`config.mk`:
```
export PLATFORM = sky130hd
export DESIGN_NAME = smu_cfg_stream_loader_flat
export DESIGN_NICKNAME = d
export VERILOG_FILES = /design/src/rtl/smu_cfg_pkg.sv /design/src/rtl/smu_cfg_stream_loader_if.sv /design/src/rtl/smu_cfg_crc8.sv /design/src/rtl/smu_cfg_stream_loader.sv /design/src/flat_wrapper.sv
export SDC_FILE = /design/constraint.sdc
export NUM_CORES = 1
export LEC_CHECK = 0
export ABC_AREA = 1
export BUFFER_PORTS_ARGS = -buffer_cell sky130_fd_sc_hd__buf_2
export CAP_MARGIN = 5
export CORE_MARGIN = 5
export CORE_UTILIZATION = 35
export CTS_CLUSTER_SIZE = 30
export DETAILED_ROUTE_END_ITERATION = 8
export PLACE_DENSITY_LB_ADDON = 0.05
export SETUP_SLACK_MARGIN = 0.3
export SYNTH_ARGS = -nofsm -noshare
export SYNTH_HDL_FRONTEND = slang
export SYNTH_SLANG_ARGS = --single-unit
```
`constraint.sdc`:
```
create_clock -name clk -period 2.8 [get_ports clk]
set_input_delay 0.28 -clock clk [delete_from_list [all_inputs] [get_ports clk]]
set_output_delay 0.28 -clock clk [all_outputs]
set_load 0.02 [all_outputs]
```
`src/rtl/smu_cfg_pkg.sv`:
```
// Shared types and CRC-8 helper for the SMU configuration stream loader.
package smu_cfg_pkg;

  typedef enum logic [2:0] {
    ST_IDLE  = 3'd0,
    ST_LOAD  = 3'd1,
    ST_CHECK = 3'd2,
    ST_DONE  = 3'd3,
    ST_ERR   = 3'd4
  } cfg_ld_state_e;

  localparam logic [7:0] CRC8_POLY = 8'h07;

  // One serial CRC-8 step; the incoming bit is XORed into the MSB feedback.
  function automatic logic [7:0] crc8_step(input logic [7:0] crc, input logic din);
    logic fb;
    fb = crc[7] ^ din;
    crc8_step = {crc[6:0], 1'b0} ^ (fb ? CRC8_POLY : 8'h00);
  endfunction

endpackage

```
`src/rtl/smu_cfg_stream_loader_if.sv`:
```
// Beat stream and committed-config bundle between a bitstream source and the loader.
interface smu_cfg_stream_loader_if #(
  parameter int LANE_W   = 1,
  parameter int CFG_SIZE = 100
);

  logic                StreamStart;
  logic [LANE_W-1:0]   SerialIn;
  logic                StreamValid;
  logic                StreamReady;
  logic [CFG_SIZE-1:0] ParallelOut;
  logic                CfgDone;
  logic                CfgError;

  modport master (
    output StreamStart,
    output SerialIn,
    output StreamValid,
    input  StreamReady,
    input  ParallelOut,
    input  CfgDone,
    input  CfgError
  );

  modport slave (
    input  StreamStart,
    input  SerialIn,
    input  StreamValid,
    output StreamReady,
    output ParallelOut,
    output CfgDone,
    output CfgError
  );

endinterface

```
`src/rtl/smu_cfg_crc8.sv`:
```
// Per-beat CRC-8 accumulator: folds LANE_W bits per enabled cycle, MSB (earliest) first.
module smu_cfg_crc8
  import smu_cfg_pkg::*;
#(
  parameter int LANE_W = 1
) (
  input  logic              clk,
  input  logic              rst,
  input  logic              clr_i,
  input  logic              en_i,
  input  logic [LANE_W-1:0] data_i,
  output logic [7:0]        crc_o
);

  logic [7:0] crc_q;
  logic [7:0] crc_d;
  logic [7:0] step_s;

  // Next CRC value: clear wins over a beat update.
  always_comb begin
    step_s = crc_q;
    for (int i = LANE_W - 1; i >= 0; i--) begin
      step_s = crc8_step(step_s, data_i[i]);
    end
    crc_d = crc_q;
    if (clr_i) begin
      crc_d = 8'h00;
    end else if (en_i) begin
      crc_d = step_s;
    end else begin
      crc_d = crc_q;
    end
  end

  // CRC state register.
  always_ff @(posedge clk) begin
    if (rst) begin
      crc_q <= 8'h00;
    end else begin
      crc_q <= crc_d;
    end
  end

  assign crc_o = crc_q;

endmodule

```
`src/rtl/smu_cfg_stream_loader.sv`:
```
// Handshaked multi-lane config loader; frames are committed atomically to ParallelOut.
// Optional CRC-8 trailer check is enabled by defining SMU_CFG_CRC_EN.
module smu_cfg_stream_loader
  import smu_cfg_pkg::*;
#(
  parameter int CFG_SIZE = 100,
  parameter int LANE_W   = 1
) (
  input  logic                   clk,
  input  logic                   rst,
  smu_cfg_stream_loader_if.slave bus
);

  localparam int NUM_BEATS = CFG_SIZE / LANE_W;
  localparam int CNT_W     = $clog2(NUM_BEATS + 1);

  if ((CFG_SIZE % LANE_W) != 0) begin : g_size_chk
    $fatal(1, "CFG_SIZE must be a multiple of LANE_W");
  end

  cfg_ld_state_e       state_q;
  cfg_ld_state_e       state_d;
  logic [CNT_W-1:0]    cnt_q;
  logic [CNT_W-1:0]    cnt_d;
  logic [CFG_SIZE-1:0] shadow_q;
  logic [CFG_SIZE-1:0] shadow_d;
  logic [CFG_SIZE-1:0] par_q;
  logic [CFG_SIZE-1:0] par_d;
  logic                done_q;
  logic                done_d;
  logic                err_q;
  logic                err_d;
  logic                ready_s;
  logic                accept_s;
  logic                last_beat_s;
  logic [CFG_SIZE-1:0] shadow_nx_s;

`ifdef SMU_CFG_CRC_EN
  localparam int CRC_BEATS = (8 + LANE_W - 1) / LANE_W;
  localparam int RX_W      = CRC_BEATS * LANE_W;
  localparam int CCNT_W    = $clog2(CRC_BEATS + 1);

  logic [RX_W-1:0]   rx_q;
  logic [RX_W-1:0]   rx_d;
  logic [RX_W-1:0]   rx_nx_s;
  logic [CCNT_W-1:0] ccnt_q;
  logic [CCNT_W-1:0] ccnt_d;
  logic              crc_clr_s;
  logic              crc_en_s;
  logic              crc_last_s;
  logic [7:0]        crc_s;

  smu_cfg_crc8 #(.LANE_W(LANE_W)) u_crc (
    .clk    (clk),
    .rst    (rst),
    .clr_i  (crc_clr_s),
    .en_i   (crc_en_s),
    .data_i (bus.SerialIn),
    .crc_o  (crc_s)
  );

  assign rx_nx_s    = (rx_q << LANE_W) | RX_W'(bus.SerialIn);
  assign crc_last_s = (ccnt_q == CCNT_W'(CRC_BEATS - 1));
`endif

  // A start pulse always masks the same-cycle beat.
  assign ready_s     = ((state_q == ST_LOAD) || (state_q == ST_CHECK)) && !bus.StreamStart;
  assign accept_s    = bus.StreamValid && ready_s;
  assign last_beat_s = (cnt_q == CNT_W'(NUM_BEATS - 1));
  assign shadow_nx_s = (shadow_q << LANE_W) | CFG_SIZE'(bus.SerialIn);

  // Next-state and datapath update for the load sequencer.
  always_comb begin
    state_d  = state_q;
    cnt_d    = cnt_q;
    shadow_d = shadow_q;
    par_d    = par_q;
    done_d   = done_q;
    err_d    = err_q;
`ifdef SMU_CFG_CRC_EN
    rx_d      = rx_q;
    ccnt_d    = ccnt_q;
    crc_clr_s = 1'b0;
    crc_en_s  = 1'b0;
`endif
    if (bus.StreamStart) begin
      state_d  = ST_LOAD;
      cnt_d    = {CNT_W{1'b0}};
      shadow_d = {CFG_SIZE{1'b0}};
      done_d   = 1'b0;
      err_d    = 1'b0;
`ifdef SMU_CFG_CRC_EN
      rx_d      = {RX_W{1'b0}};
      ccnt_d    = {CCNT_W{1'b0}};
      crc_clr_s = 1'b1;
`endif
    end else begin
      case (state_q)
        ST_IDLE: begin
          state_d = ST_IDLE;
        end
        ST_LOAD: begin
          if (accept_s) begin
            shadow_d = shadow_nx_s;
            cnt_d    = cnt_q + CNT_W'(1);
`ifdef SMU_CFG_CRC_EN
            crc_en_s = 1'b1;
`endif
            if (last_beat_s) begin
`ifdef SMU_CFG_CRC_EN
              state_d = ST_CHECK;
`else
              par_d   = shadow_nx_s;
              done_d  = 1'b1;
              state_d = ST_DONE;
`endif
            end else begin
              state_d = ST_LOAD;
            end
          end else begin
            state_d = ST_LOAD;
          end
        end
`ifdef SMU_CFG_CRC_EN
        ST_CHECK: begin
          if (accept_s) begin
            rx_d   = rx_nx_s;
            ccnt_d = ccnt_q + CCNT_W'(1);
            if (crc_last_s) begin
              // Shadow already holds the full frame; commit only on a CRC match.
              if (rx_nx_s[7:0] == crc_s) begin
                par_d   = shadow_q;
                done_d  = 1'b1;
                state_d = ST_DONE;
              end else begin
                err_d   = 1'b1;
                done_d  = 1'b0;
                state_d = ST_ERR;
              end
            end else begin
              state_d = ST_CHECK;
            end
          end else begin
            state_d = ST_CHECK;
          end
        end
`endif
        ST_DONE: begin
          if (bus.StreamValid) begin
            err_d = 1'b1;
          end else begin
            err_d = err_q;
          end
        end
        ST_ERR: begin
          err_d  = 1'b1;
          done_d = 1'b0;
        end
        default: begin
          state_d = ST_IDLE;
        end
      endcase
    end
  end

  // Loader state, shadow and committed-output registers.
  always_ff @(posedge clk) begin
    if (rst) begin
      state_q  <= ST_IDLE;
      cnt_q    <= {CNT_W{1'b0}};
      shadow_q <= {CFG_SIZE{1'b0}};
      par_q    <= {CFG_SIZE{1'b0}};
      done_q   <= 1'b0;
      err_q    <= 1'b0;
    end else begin
      state_q  <= state_d;
      cnt_q    <= cnt_d;
      shadow_q <= shadow_d;
      par_q    <= par_d;
      done_q   <= done_d;
      err_q    <= err_d;
    end
  end

`ifdef SMU_CFG_CRC_EN
  // Received-CRC shift register and CRC beat counter.
  always_ff @(posedge clk) begin
    if (rst) begin
      rx_q   <= {RX_W{1'b0}};
      ccnt_q <= {CCNT_W{1'b0}};
    end else begin
      rx_q   <= rx_d;
      ccnt_q <= ccnt_d;
    end
  end
`endif

  assign bus.StreamReady = ready_s;
  assign bus.ParallelOut = par_q;
  assign bus.CfgDone     = done_q;
  assign bus.CfgError    = err_q;

endmodule
```
`src/flat_wrapper.sv`:
```
// flat-port wrapper written by rule: the top's interface ports become plain ports
module smu_cfg_stream_loader_flat import smu_cfg_pkg::*;
#(
  parameter int CFG_SIZE = 100,
  parameter int LANE_W   = 1
)
  (clk, rst, bus_StreamStart, bus_SerialIn, bus_StreamValid, bus_StreamReady, bus_ParallelOut, bus_CfgDone, bus_CfgError);
  smu_cfg_stream_loader_if #(.LANE_W(LANE_W), .CFG_SIZE(CFG_SIZE)) bus_i ();
  input  logic clk;
  input  logic rst;
  input wire logic [$bits(bus_i.StreamStart)-1:0] bus_StreamStart;
  input wire logic [$bits(bus_i.SerialIn)-1:0] bus_SerialIn;
  input wire logic [$bits(bus_i.StreamValid)-1:0] bus_StreamValid;
  output wire logic [$bits(bus_i.StreamReady)-1:0] bus_StreamReady;
  output wire logic [$bits(bus_i.ParallelOut)-1:0] bus_ParallelOut;
  output wire logic [$bits(bus_i.CfgDone)-1:0] bus_CfgDone;
  output wire logic [$bits(bus_i.CfgError)-1:0] bus_CfgError;
  assign bus_i.StreamStart = bus_StreamStart;
  assign bus_i.SerialIn = bus_SerialIn;
  assign bus_i.StreamValid = bus_StreamValid;
  assign bus_StreamReady = bus_i.StreamReady;
  assign bus_ParallelOut = bus_i.ParallelOut;
  assign bus_CfgDone = bus_i.CfgDone;
  assign bus_CfgError = bus_i.CfgError;
  smu_cfg_stream_loader #(.CFG_SIZE(CFG_SIZE), .LANE_W(LANE_W)) u_core (.clk(clk), .rst(rst), .bus(bus_i));
endmodule
```
Word-level counts from Yosys, hierarchy flattened
Index checks and enable logic that the tools add are counted.
{"block": "totals", "reg_bits": 211, "output_inout_bits": 103, "inputBits": 5, "wordCells": 40}
{"block": "classes", "addsub": 1, "reduce_logical": 12, "eq_ne": 9, "mux": 9, "bitwise": 2}
{"operator": "OR 100 x 1 -> 100 bit", "n": 1}
{"operator": "adder 7 x 1 -> 7 bit, second input constant", "n": 1}
{"operator": "== test 7 bit, second input constant", "n": 1}
{"operator": "== test 3 x 2 -> 1 bit, second input constant", "n": 2}
{"operator": "!= test 2 x 1 -> 1 bit, second input constant", "n": 3}
{"operator": "one-hot mux 3 bit (2 select lines)", "n": 1}
{"operator": "two-way mux 1 bit", "n": 4}
{"operator": "two-way mux 2 bit", "n": 2}
{"operator": "one-hot mux 1 bit (2 select lines)", "n": 2}
{"operator": "AND reduction 2 bit", "n": 2}
{"operator": "AND reduction 4 bit", "n": 1}
{"operator": "nonzero test 2 bit", "n": 2}
{"operator": "OR reduction 2 bit", "n": 2}
{"operator": "== test 3 x 1 -> 1 bit, second input constant", "n": 1}
{"operator": "== test 3 bit, second input constant", "n": 1}
{"operator": "AND reduction 3 bit", "n": 1}
{"operator": "logical AND 1 bit", "n": 2}
{"operator": "!= test 2 bit, second input constant", "n": 1}
{"operator": "logical NOT 1 bit", "n": 1}
{"operator": "logical OR 1 bit", "n": 1}
{"operator": "inverter 1 bit", "n": 1}

Longest topological paths before layout
Gate-level depths: netlist of run 1.
{"block": "logic_depth", "word_depth": 7, "mapped_depth": 10}

Worst setup path after synthesis of run 1
OpenSTA, ideal clock, no wires.
{"block": "synth_timing", "path_type": "register to register", "start": "reg u_core.state_q[1]", "end": "reg u_core.par_q[0] (netlist: u_core.bus.ParallelOut[0])", "required_time_ns": 2.736, "setup_slack_ns": 1.094, "arrival_ns": 1.642, "path_stages_with_launch": 10, "setup_time_ns": 0.064, "cell_sequence": "dfxtp_1 inv_1 ha_1 nor2_2 nand3_1 nor2_2 buf_6 buf_6 nor2_1 nor2_1"}
{"block": "synth_via", "elab_chain_cells": 5, "word_cells_on_any_way": 6, "cone_classes": "eq/ne (2); reduce/logical (4)"}
{"item": "from (decl)", "line_no": "smu_cfg_stream_loader.sv:21", "text": "cfg_ld_state_e state_q;"}
{"item": "from (signal assigned)", "line_no": "smu_cfg_stream_loader.sv:176", "text": "state_q <= state_d;"}
{"item": "== test 3 x 1 -> 1 bit / == test 3 x 2 -> 1 bit (equally long branches)", "line_no": "smu_cfg_stream_loader.sv:67", "text": "assign ready_s = ((state_q == ST_LOAD) || (state_q == ST_CHECK)) && !bus.StreamStart;"}
{"item": "logical OR 1 bit (*)", "line_no": "smu_cfg_stream_loader.sv:67"}
{"item": "logical AND 1 bit (*)", "line_no": "smu_cfg_stream_loader.sv:67"}
{"item": "net bus_StreamReady", "line_no": "flat_wrapper.sv:14", "text": "output wire logic [$bits(bus_i.StreamReady)-1:0] bus_StreamReady;"}
{"item": "logical AND 1 bit (*)", "line_no": "smu_cfg_stream_loader.sv:68", "text": "assign accept_s = bus.StreamValid && ready_s;"}
{"item": "AND reduction 4 bit (no source line) (*)"}
{"item": "to (signal assigned)", "line_no": "smu_cfg_stream_loader.sv:172", "text": "par_q <= {CFG_SIZE{1'b0}};"}
{"item": "to (signal assigned)", "line_no": "smu_cfg_stream_loader.sv:179", "text": "par_q <= par_d;"}
{"item": "to (decl)", "line_no": "smu_cfg_stream_loader.sv:27", "text": "logic [CFG_SIZE-1:0] par_q;"}
Mark *: on every way through the listed nets, which the timed path passes. The rest lies on a longest branch.
A chain may end at the register's enable or synchronous reset.

Worst setup path after layout of run 1
{"block": "layout_timing", "start": "reg u_core.state_q[1]", "end": "reg u_core.par_q[92] (netlist: u_core.bus.ParallelOut[92])"}
{"block": "layout_via", "elab_chain_cells": 5, "word_cells_on_any_way": 6, "cone_classes": "eq/ne (2); reduce/logical (4)"}
{"item": "== test 3 x 1 -> 1 bit / == test 3 x 2 -> 1 bit (equally long branches)", "line_no": "smu_cfg_stream_loader.sv:67, smu_cfg_stream_loader.sv:98"}
{"item": "logical OR 1 bit", "line_no": "smu_cfg_stream_loader.sv:67"}
{"item": "logical AND 1 bit", "line_no": "smu_cfg_stream_loader.sv:67"}
{"item": "logical AND 1 bit", "line_no": "smu_cfg_stream_loader.sv:68"}
{"item": "AND reduction 4 bit (no source line) (*)"}
Mark *: on every way between the ends. The rest lies on a longest branch, timed or not.

==> metrics.txt, run 1 <==
final setup violating endpoints=0; Syn Inst Count=1,061; delay-heaviest family, CP=simple AND/OR/NAND/NOR gates; latest clock arrival within the worst-skew pair=500 ps; Buf/Inv on CP=2; crit path launch type=flop; Relative slew margins=24.9%; status=finished, final reports clean; postcts setup bufs=0; clock power share=47.4%; Vias=6,634; Post-CTS Resized=0; synthesis-to-finish area growth=17.3%; DPL Wire Length=10,600 microns; fin. max-slew vios=0; final wirelength=17,900 microns; Vias/cell=4.65; Worst VDD drop=332 uV; diodes inserted=0; r2r setup slk=820 ps; root buf cell=clkbuf_16; Worst-Margin Slew=1130 ps; gr ovfl total=0; Nets=1,140; leakage power=3.72 nW; Net Count, Synth=1,069; Synthesis Warnings=0; WL/cell=12.5 microns; Routability Congestion=0.680; layout cells sized above 1=13.7%; Min-Delay Path Class=in -> reg; Port-buffer cells=107; Synth Area per Inst=7.48 sq um; Slowest-stage cell, CP=buf_4; worst path cell trace=inv_1 > ha_1 > nor2_2 > nand3_1 > nor2_4 > buf_4 > nor2_1 > nor2_1; GRT met1 Usage=18.5%; Hold WS=37.1 ps; Pwr Density=653 mW/mm^2; Fill cells=2,474; critical path's largest stage delay=490 ps; CTS Buffer Depth=3; commonest non-fill, non-tap cell in the layout=nor2_1; GRT Util Overall=13.8%; Finished Core Util=41.4%; WS Path Type=reg -> reg; vias in the first global route=6,484; die width=161 microns; DR DRC count=0; setup tns final=0 ps; # IOs=108; Most common cell on crit path=nor2_1; Seq/Total Area, Yosys=52.9%; clock slew at reported path FFs=50 ps; Max FO, Critical Path=52; die area=0.0258 sq mm; CTS sink cnt=210; Hold Vio Cnt, Final=0; GRT busiest layer=met2; post-route ant nets=0; M2 GR Usage=23.0%; initial drt markers=243; minimum clock period=1980 ps; antenna violations before repair=0; H-Tree Depth=1; Mapped Area=0.00794 sq mm; RSZ-0062 raised after global routing=no; router iterations before antenna repair=4; fin crit share=70.6%; critical path arrival=2410 ps; DP Cell Count=1,390; CTS tree=done; CTS Hold Bufs=0; maximum number of pins on one net before global-route repair=113; Net Switching=1.30 mW; Yosys reg bits=210; clk_skew=11.7 ps; starting density of the core=35.3%; Synth cell types=18; switching share of power=21.3%; Non-Filler Instances=1,428; required time worst endpoint=3230 ps; max cap viols=0; Max Clock Freq=506 MHz; core area=0.0225 sq mm; CTS buffer count=25; floorplan die height=161 microns; CP endpoint kind=flop; row count=55; first-pass GRT wire length=31,100 microns; met3 GRT Util=3.05%; sequential power share=49.5%; most frequent cells in the layout=nor2_1 (216), dfxtp_1 (210), inv_1 (116), nand2_1 (116); Gate power share=3.1%; Int Power=4.78 mW
## final cells by class
class / count / area, sq um / area share, %
Clock buffer: 37 / 711 / 7.63
Clock inverter: 1 / 7.51 / 0.0806
Inverter: 118 / 444 / 4.77
Multi-Input combinational cell: 658 / 2940 / 31.6
Sequential cell: 210 / 4200 / 45.1
Tap cell: 285 / 357 / 3.83
Timing Repair Buffer: 119 / 651 / 6.99
## metrics by stage
stage               area (sq um)  setup WS (ps)  total power [mW]
floorplan                   7940           1090              3.22
global placement            8590            853              3.27
detailed placement          8590            818              3.27
CTS                         9310            786              6.21
global route                9310            522              6.34
finish                      9310            822              6.08
## worst reg2reg max path: stages (launching register included)
cell,delay (ps)
dfxtp_1,340
inv_1,50
ha_1,290
nor2_2,170
nand3_1,190
nor2_4,140
buf_4,490
nor2_1,110
nor2_1,120
## registers in the layout (all words and copies together) (netlist names)
name                    cells
u_core.bus.CfgError         1
u_core.cnt_q                7
u_core.bus.CfgDone          1
u_core.shadow_q            99
u_core.bus.ParallelOut    100
u_core.state_q              2
## worst paths after layout
| check | start | endpoint | cells after the start |
|---|---|---|---|
| max reg2reg | u_core.state_q[1]$_SDFFE_PP0P_ | u_core.bus.ParallelOut[92]$_SDFFE_PP0P_ | 8 |
| min | rst | u_core.state_q[0]$_SDFFE_PP0P_ | 2 |
| max | u_core.state_q[1]$_SDFFE_PP0P_ | u_core.bus.ParallelOut[92]$_SDFFE_PP0P_ | 8 |
| min reg2reg | u_core.shadow_q[98]$_SDFFE_PP0P_ | u_core.shadow_q[98]$_SDFFE_PP0P_ | 2 |
## power by group through the flow
stage | logic (mW) | registers [mW] | clock network (mW)
3_5_place_dp | 0.192 | 3.07 | 0
5_1_grt | 0.218 | 3.01 | 3.11
6_report | 0.187 | 3.01 | 2.88
4_1_cts | 0.193 | 3.01 | 3.01
3_3_place_gp | 0.194 | 3.07 | 0
2_1_floorplan | 0.143 | 3.07 | 0
## synthesized netlist by cell type
cell | count | area [sq um]
clkbuf_1 | 32 | 120
nand2_1 | 117 | 439
nor2_2 | 5 | 31.3
buf_2 | 21 | 105
o21ai_0 | 13 | 65.1
a21oi_1 | 104 | 521
nand4_1 | 2 | 12.5
nor2_1 | 216 | 811
ha_1 | 3 | 37.5
o21ai_1 | 90 | 450
nor3b_1 | 1 | 7.51
inv_1 | 117 | 439
inv_2 | 1 | 3.75
buf_6 | 9 | 101
buf_4 | 2 | 15.0
nand3_1 | 107 | 536
buf_1 | 11 | 41.3
dfxtp_1 | 210 | 4200
## layer usage
metal,vias to the layer above,routed length (microns)
li1,3500,-
met1,3011,8790
met5,-,0
met3,31,844
met4,0,328
met2,92,7900
## cell families (layout without fill, tap and decap cells)
kind of cell	Yosys count	after routing	synth area share [%]
and+or+nand+nor	448	448	23.1
DFF	210	210	52.9
AOI/OAI and AO/OA	207	207	13.0
buffers and inverters	193	275	10.4
adders and majority gates	3	3	0.473
(Power assumes the default switching activity.)
==> run 2, diff against run 1 <==
ABC_AREA = 0   (was 1)
clock period = 1.7 ns   (was 2.8 ns; I/O delays follow)
==> metrics.txt, run 2 <==
Port-buffer cells=107 (unchanged); most frequent cell after synthesis=dfxtp_1 (was nor2_1); DPL Wire Length=10,700 microns (was 10,600 microns); root buf cell=clkbuf_16 (unchanged); Primary FF master, synth=dfxtp_1 (unchanged); layout cells sized above 1=34.5% (was 13.7%); placed inst area=0.00935 sq mm (was 0.00859 sq mm); clock slew at reported path FFs=60 ps (was 50 ps); Mapped Area=0.00839 sq mm (was 0.00794 sq mm); die area=0.0272 sq mm (was 0.0258 sq mm); Post-synth EDFFs=0 (unchanged); Synth cell types=30 (was 18); core area=0.0235 sq mm (was 0.0225 sq mm); XOR/XNOR share of the synthesized area=0.104% (was 0%); initial drt markers=312 (was 243); Min-Delay Path Class=in -> reg (unchanged); CTS sink cnt=210 (unchanged); first-pass GRT wire length=33,000 microns (was 31,100 microns); final wirelength=21,600 microns (was 17,900 microns); Pwr Density=865 mW/mm^2 (was 653 mW/mm^2); Syn Inst Count=924 (was 1,061); critical path's largest stage delay=330 ps (was 490 ps); WL/cell=15.5 microns (was 12.5 microns); delay-heaviest family, CP=buffers and inverters (was simple AND/OR/NAND/NOR gates); H-Tree Depth=1 (unchanged); main combinational cell family by area after synthesis=simple AND/OR/NAND/NOR gates (unchanged); WS Path Type=reg -> reg (unchanged); Yosys reg bits=210 (unchanged); DP Worst Slack=-91.5 ps (was 818 ps); compound-cell area share of the yosys netlist=6.80% (was 13.0%); maximum number of pins on one net before global-route repair=204 (was 113); Max Clock Freq=561 MHz (was 506 MHz); fin crit share=105% (was 70.6%); starting density of the core=35.6% (was 35.3%); Max FO, Critical Path=10 (was 52); failing checks=setup timing; asr flop ratio synth=0% (unchanged); Commonest cells post-synth=dfxtp_1 (210), nand2_1 (204), nand2b_1 (200), a21oi_1 (106), mux2i_1 (101) (was nor2_1 (216), dfxtp_1 (210), inv_1 (117), nand2_1 (117), nand3_1 (107)); Vias=6,457 (was 6,634); Nets=1,072 (was 1,140); die width=165 microns (was 161 microns); Routability Congestion=0.707 (was 0.680); leakage power=4.94 nW (was 3.72 nW); required time worst endpoint=2090 ps (was 3230 ps); Slowest-stage cell, CP=dfxtp_2 (was buf_4); clk_skew=14.8 ps (was 11.7 ps); multiplexer share of the synthesized area=12.1% (was 0%); synthesis-to-finish area growth=43.2% (was 17.3%); gr ovfl total=0 (unchanged); Synth Area per Inst=9.08 sq um (was 7.48 sq um); CP endpoint kind=flop (unchanged); largest cells by area after synthesis=dfxtp_1 (50%), nand2b_1 (15%), mux2i_1 (12%) (was dfxtp_1 (53%), nor2_1 (10%), nand3_1 (6.7%)); diodes inserted=0 (unchanged); CTS buffer count=24 (was 25); row count=56 (was 55); vias in the first global route=6,160 (was 6,484); Synth Area in Adders=0.448% (was 0.473%); Worst VDD drop=444 uV (was 332 uV); max cap viols=0 (unchanged); Buf/Inv on CP=4 (was 2); DP Cell Count=1,309 (was 1,390); fin worst setup slack=-84.0 ps (was 822 ps); max FFs per register=100 (unchanged); area leader, netlist=dfxtp_1 (unchanged); worst path cell trace=inv_2 > ha_4 > buf_4 > nand4bb_4 > buf_12 > bufbuf_16 > nand2_1 > a21oi_1 (was inv_1 > ha_1 > nor2_2 > nand3_1 > nor2_4 > buf_4 > nor2_1 > nor2_1); CTS tree=done (unchanged); Worst-Margin Slew=728 ps (was 1130 ps); # IOs=108 (unchanged); antenna violations before repair=1 (was 0); CTS Buffer Depth=3 (unchanged); Synth top area share=50.1% (was 52.9%); Synth Area in Simple Gates=25.6% (was 23.1%); router iterations before antenna repair=4 (unchanged); most frequent cells in the layout=dfxtp_1 (208), nand2b_1 (200), nand2_1 (132) (was nor2_1 (216), dfxtp_1 (210), inv_1 (116), nand2_1 (116)); latest clock arrival within the worst-skew pair=510 ps (was 500 ps); crit path launch type=flop (unchanged); Non-Filler Instances=1,395 (was 1,428); post-route ant nets=0 (unchanged); Finished Core Util=51.0% (was 41.4%); Net Count, Synth=932 (was 1,069); floorplan die height=165 microns (was 161 microns); status=complete, but fails checks (was finished, final reports clean); Fill cells=2,236 (was 2,474); final setup violating endpoints=151 (was 0); Synthesis Warnings=0 (unchanged); commonest non-fill, non-tap cell in the layout=dfxtp_1 (was nor2_1); GRT Util Overall=14.8% (was 13.8%); fin. max-slew vios=0 (unchanged); minimum clock period=1780 ps (was 1980 ps); critical path arrival=2180 ps (was 2410 ps); fin area=0.0120 sq mm (was 0.00931 sq mm); setup tns final=-3960 ps (was 0 ps); Vias/cell=4.63 (was 4.65); DR DRC count=0 (unchanged); Relative slew margins=51.4% (was 24.9%); Seq/Total Area, Yosys=50.1% (was 52.9%); RSZ-0062 raised after global routing=yes (was no); Hold Vio Cnt, Final=0 (unchanged)
run 2: repair_timing:
| item | 4_1_cts | 5_1_grt |
|---|---|---|
| buffers inserted | 11 | 9 |
| cloned | 15 | 12 |
| setup endpoints to repair | 209 | 209 |
| hold buffers | 1 | 0 |
| gates resized for setup | 44 | 209 |
| hold endpoints to repair | 2 | 0 |
| pin swaps | 9 | 113 |
run 2: per-stage QoR:
| stage | hold WS (ps) | total power, mW |
|---|---|---|
| global route | 94.9 | 10.8 |
| global placement | 436 | 5.31 |
| finish | 66.3 | 10.4 |
| CTS | 49.7 | 10.5 |
| floorplan | 296 | 5.21 |
| detailed placement | 456 | 5.31 |
run 2: worst reg2reg max path, delay by kind of cell (launching register included):
kind / cells / cell delay, ps
flops: 1 / 330
fa+ha+maj: 1 / 220
compound gates: 1 / 70
buf+inv: 4 / 670
simple gates: 2 / 370
run 2: final cells by class:
type / instances / area, sq um / share of cell area (%)
sequential: 210 / 4210 / 35.0
timing repair buffer: 183 / 2030 / 16.9
clock inverter: 7 / 85.1 / 0.709
multi-input combinational: 643 / 4600 / 38.3
inverter: 2 / 7.51 / 0.0625
clock buffer: 31 / 678 / 5.65
tap: 319 / 399 / 3.33
run 2: worst paths after layout:
kind | startpoint | to | slack, ps | depth (start not counted)
setup / recovery | u_core.state_q[1]$_SDFFE_PP0P_ | u_core.shadow_q[56]$_SDFFE_PP0P_ | -80 | 8
hold / removal | bus_StreamValid | u_core.bus.CfgError$_SDFFE_PP0P_ | 70 | 3
setup reg to reg | u_core.state_q[1]$_SDFFE_PP0P_ | u_core.shadow_q[56]$_SDFFE_PP0P_ | -80 | 8
hold reg to reg | u_core.shadow_q[69]$_SDFFE_PP0P_ | u_core.shadow_q[70]$_SDFFE_PP0P_ | 470 | 2
run 2: cells by family (layout without fill, tap and decap cells):
group / count (synthesis) / count (layout)
compound gates: 112 / 112
xor+xnor: 1 / 1
fa+ha+maj: 3 / 3
buf+inv: 72 / 223
flops: 210 / 210
mux: 101 / 101
simple gates: 425 / 426
run 2: routing by layer:
metal | share of wire (%) | GRT usage, % | vias up
met5 | 0.060 | 0 | -
li1 | - | - | 3297
met2 | 46 | 23.6 | 113
met4 | 1.7 | 3.67 | 2
met3 | 4.9 | 3.12 | 33
met1 | 48 | 20.6 | 3012
run 2: where the power goes:
group / leakage [nW] / internal (mW) / total, mW / switching [mW]
Clock: 0.381 / 3.08 / 5.06 / 1.98
Sequential: 1.69 / 4.92 / 4.93 / 0.00221
Combinational: 2.87 / 0.195 / 0.397 / 0.202
Total: 4.94 / 8.20 / 10.4 / 2.19
==> run 3, diff against run 2 <==
PLACE_DENSITY_LB_ADDON = 0.2   (was 0.05)
SYNTH_HIERARCHICAL = 1   (was unset)
==> metrics.txt, run 3 <==
status=complete, but fails checks (unchanged); failing checks=setup timing (unchanged); most frequent cells in the layout=dfxtp_1 (208), nand2b_1 (200), nand2_1 (197) (was dfxtp_1 (208), nand2b_1 (200), nand2_1 (132)); Vias/cell=4.59 (was 4.63); largest cells by area after synthesis=dfxtp_1 (50%), nand2b_1 (15%), mux2i_1 (12%) (unchanged); Synth top area share=50.4% (was 50.1%); starting density of the core=35.6% (about the same); Slowest-stage cell, CP=or4_4 (was dfxtp_2); Routability Congestion=0.733 (was 0.707); Port-buffer cells=107 (unchanged); router iterations before antenna repair=4 (unchanged); critical path startpoint=u_core/state_q[1]$_SDFFE_PP0P_ (was u_core.state_q[1]$_SDFFE_PP0P_); Post-synth EDFFs=0 (unchanged); fin crit share=102% (was 105%); fin worst setup slack=-36.8 ps (was -84.0 ps); floorplan die height=164 microns (was 165 microns); CTS sink cnt=210 (unchanged); Gate power share=3.4% (was 3.8%); core area=0.0235 sq mm (about the same); Worst VDD drop=489 uV (was 444 uV); WL/cell=14.6 microns (was 15.5 microns); Syn Inst Count=924 (unchanged); CTS Buffer Depth=3 (unchanged); delay-heaviest family, CP=simple AND/OR/NAND/NOR gates (was buffers and inverters); antenna violations before repair=0 (was 1); Nets=1,071 (was 1,072); die width=164 microns (was 165 microns); H-Tree Depth=1 (unchanged); die area=0.0270 sq mm (was 0.0272 sq mm); sequential power share=47.1% (was 47.4%); clock slew at reported path FFs=60 ps (about the same); critical path arrival=2180 ps (about the same); CTS tree=done (unchanged); max cap viols=0 (unchanged); most frequent cell after synthesis=dfxtp_1 (unchanged); diodes inserted=0 (unchanged); max FFs per register=100 (unchanged); gr ovfl total=0 (unchanged); Worst Min Path Start=bus_StreamStart (was bus_StreamValid); Int Power=8.32 mW (was 8.20 mW); CP endpoint kind=flop (unchanged); final setup violating endpoints=26 (was 151); first-pass GRT wire length=32,200 microns (was 33,000 microns); critical path's largest stage delay=560 ps (was 330 ps); asr flop ratio synth=0% (unchanged); Hold Vio Cnt, Final=0 (unchanged); Relative slew margins=74.4% (was 51.4%); setup tns final=-303 ps (was -3960 ps); Buf/Inv on CP=2 (was 4); final wirelength=20,400 microns (was 21,600 microns); Synth cell types=31 (was 30); WS Path Type=reg -> reg (unchanged); CTS buffer count=24 (unchanged); layout cells sized above 1=22.7% (was 34.5%); crit path launch type=flop (unchanged); RSZ-0062 raised after global routing=yes (unchanged); Min-Delay Path Class=in -> reg (unchanged); Net Switching=2.13 mW (was 2.19 mW); Mapped Area=0.00835 sq mm (was 0.00839 sq mm); # IOs=108 (unchanged); Primary FF master, synth=dfxtp_1 (unchanged); required time worst endpoint=2140 ps (was 2090 ps); clk_skew=14.9 ps (was 14.8 ps); minimum clock period=1740 ps (was 1780 ps); Vias=6,405 (was 6,457); fin. max-slew vios=0 (unchanged); Max Clock Freq=576 MHz (was 561 MHz); row count=56 (unchanged); vias in the first global route=6,135 (was 6,160); Yosys reg bits=210 (unchanged); Finished Core Util=48.4% (was 51.0%); DPL Wire Length=11,000 microns (was 10,700 microns); Fill cells=2,243 (was 2,236); worst path cell trace=inv_2 > ha_4 > buf_4 > nand4bb_4 > or4_4 > a21oi_2 (was inv_2 > ha_4 > buf_4 > nand4bb_4 > buf_12 > bufbuf_16 > nand2_1 > a21oi_1); DR DRC count=0 (unchanged); Max FO, Critical Path=7 (was 10); leakage power=4.01 nW (was 4.94 nW); commonest non-fill, non-tap cell in the layout=dfxtp_1 (unchanged); Worst-Margin Slew=385 ps (was 728 ps); clock power share=49.5% (was 48.7%); Seq/Total Area, Yosys=50.4% (was 50.1%); initial drt markers=320 (was 312); switching share of power=20.4% (was 21.1%); Pwr Density=920 mW/mm^2 (was 865 mW/mm^2); Synthesis Warnings=6 (was 0); worst r2r src=u_core/state_q[1]$_SDFFE_PP0P_ (was u_core.state_q[1]$_SDFFE_PP0P_); synthesis-to-finish area growth=36.1% (was 43.2%); latest clock arrival within the worst-skew pair=500 ps (was 510 ps); area leader, netlist=dfxtp_1 (unchanged); root buf cell=clkbuf_16 (unchanged); DP Worst Slack=-67.3 ps (was -91.5 ps); post-route ant nets=0 (unchanged); Net Count, Synth=932 (unchanged); GRT Util Overall=14.5% (was 14.8%); Commonest cells post-synth=dfxtp_1 (210), nand2_1 (204), nand2b_1 (200), a21oi_1 (106), mux2i_1 (101) (unchanged); Synth Area per Inst=9.03 sq um (was 9.08 sq um); maximum number of pins on one net before global-route repair=94 (was 204)
run 3: cell count changes in the layout (fill, tap and decap cells not counted), moves of 3 or more:
| cell | before | now |
|---|---|---|
| bufbuf_16 | 4 | 7 |
| nand2_4 | 56 | 0 |
| nand2_1 | 132 | 197 |
| clkbuf_16 | 35 | 31 |
| a21oi_2 | 68 | 12 |
| buf_16 | 15 | 18 |
| clkbuf_1 | 3 | 7 |
| nand2_2 | 16 | 7 |
| buf_8 | 5 | 2 |
| a21oi_1 | 38 | 94 |
run 3: worst reg2reg max path, stage by stage (launching register included):
cell and delay, ps:
dfxtp_2 330, inv_2 40, ha_4 200, buf_4 140
nand4bb_4 270, or4_4 560, a21oi_2 130
run 3: repair_timing:
action                     in CTS  in global routing
gates resized for setup        49                 27
hold buffers                    2                  0
buffers inserted               12                  1
pin swaps                       3                  3
cloned                         21                  7
hold endpoints to repair        3                  0
setup endpoints to repair     209                209
run 3: final timing paths:
path | cells past startpoint | slack [ps] | to
setup / recovery | 6 | -40 | u_core/cnt_q[5]$_SDFFE_PP0P_
hold / removal | 3 | 40 | u_core/state_q[0]$_SDFFE_PP0P_
setup reg to reg | 6 | -40 | u_core/cnt_q[5]$_SDFFE_PP0P_
hold reg to reg | 2 | 470 | u_core/shadow_q[3]$_SDFFE_PP0P_
run 3: kinds of logic after synthesis:
| group | after synthesis | share of synthesized area [%] |
|---|---|---|
| flip-flops | 210 | 50.4 |
| adder cells (fa/ha/maj) | 3 | 0.450 |
| multiplexers | 101 | 12.1 |
| AND/OR/NAND/NOR | 424 | 25.7 |
| buffers and inverters | 73 | 4.38 |
| XOR/XNOR | 1 | 0.105 |
| AO/OA/AOI/OAI | 112 | 6.87 |
run 3: power groups by stage:
stage / Combinational (mW) / Sequential, mW / Clock [mW]
4_1_cts: 0.345 / 4.93 / 5.34
3_3_place_gp: 0.272 / 5.03 / 0
2_1_floorplan: 0.179 / 5.03 / 0
3_5_place_dp: 0.272 / 5.03 / 0
6_report: 0.353 / 4.93 / 5.17
5_1_grt: 0.377 / 4.92 / 5.53
run 3: layout make-up:
type,instances,area (sq um),share of cell area (%)
multi-input cells,641,3900,34.3
flip-flops and latches,210,4210,37.0
clock buffers,34,679,5.98
inverters,3,11.3,0.0992
repair buffers,183,2060,18.1
clock inverters,6,105,0.926
well taps,319,399,3.51
run 3: per-layer routing:
| metal | global-route usage, % | share of wire (%) |
|---|---|---|
| met1 | 20.1 | 48 |
| met2 | 23.7 | 46 |
| met3 | 2.30 | 4.4 |
| met4 | 3.63 | 1.5 |
| met5 | 0 | 0 |
run 3: per-stage QoR:
stage / cells / hold WS [ps] / power (mW) / area [sq um]
final: 1396 / 35.3 / 10.4 / 11400
after global routing: 1396 / 55.0 / 10.8 / 11400
after CTS: 1388 / 5.00 / 10.6 / 11100
after detailed placement: 1313 / 435 / 5.30 / 9340
after global placement: 1313 / 428 / 5.30 / 9340
after floorplan: 924 / 296 / 5.21 / 8420
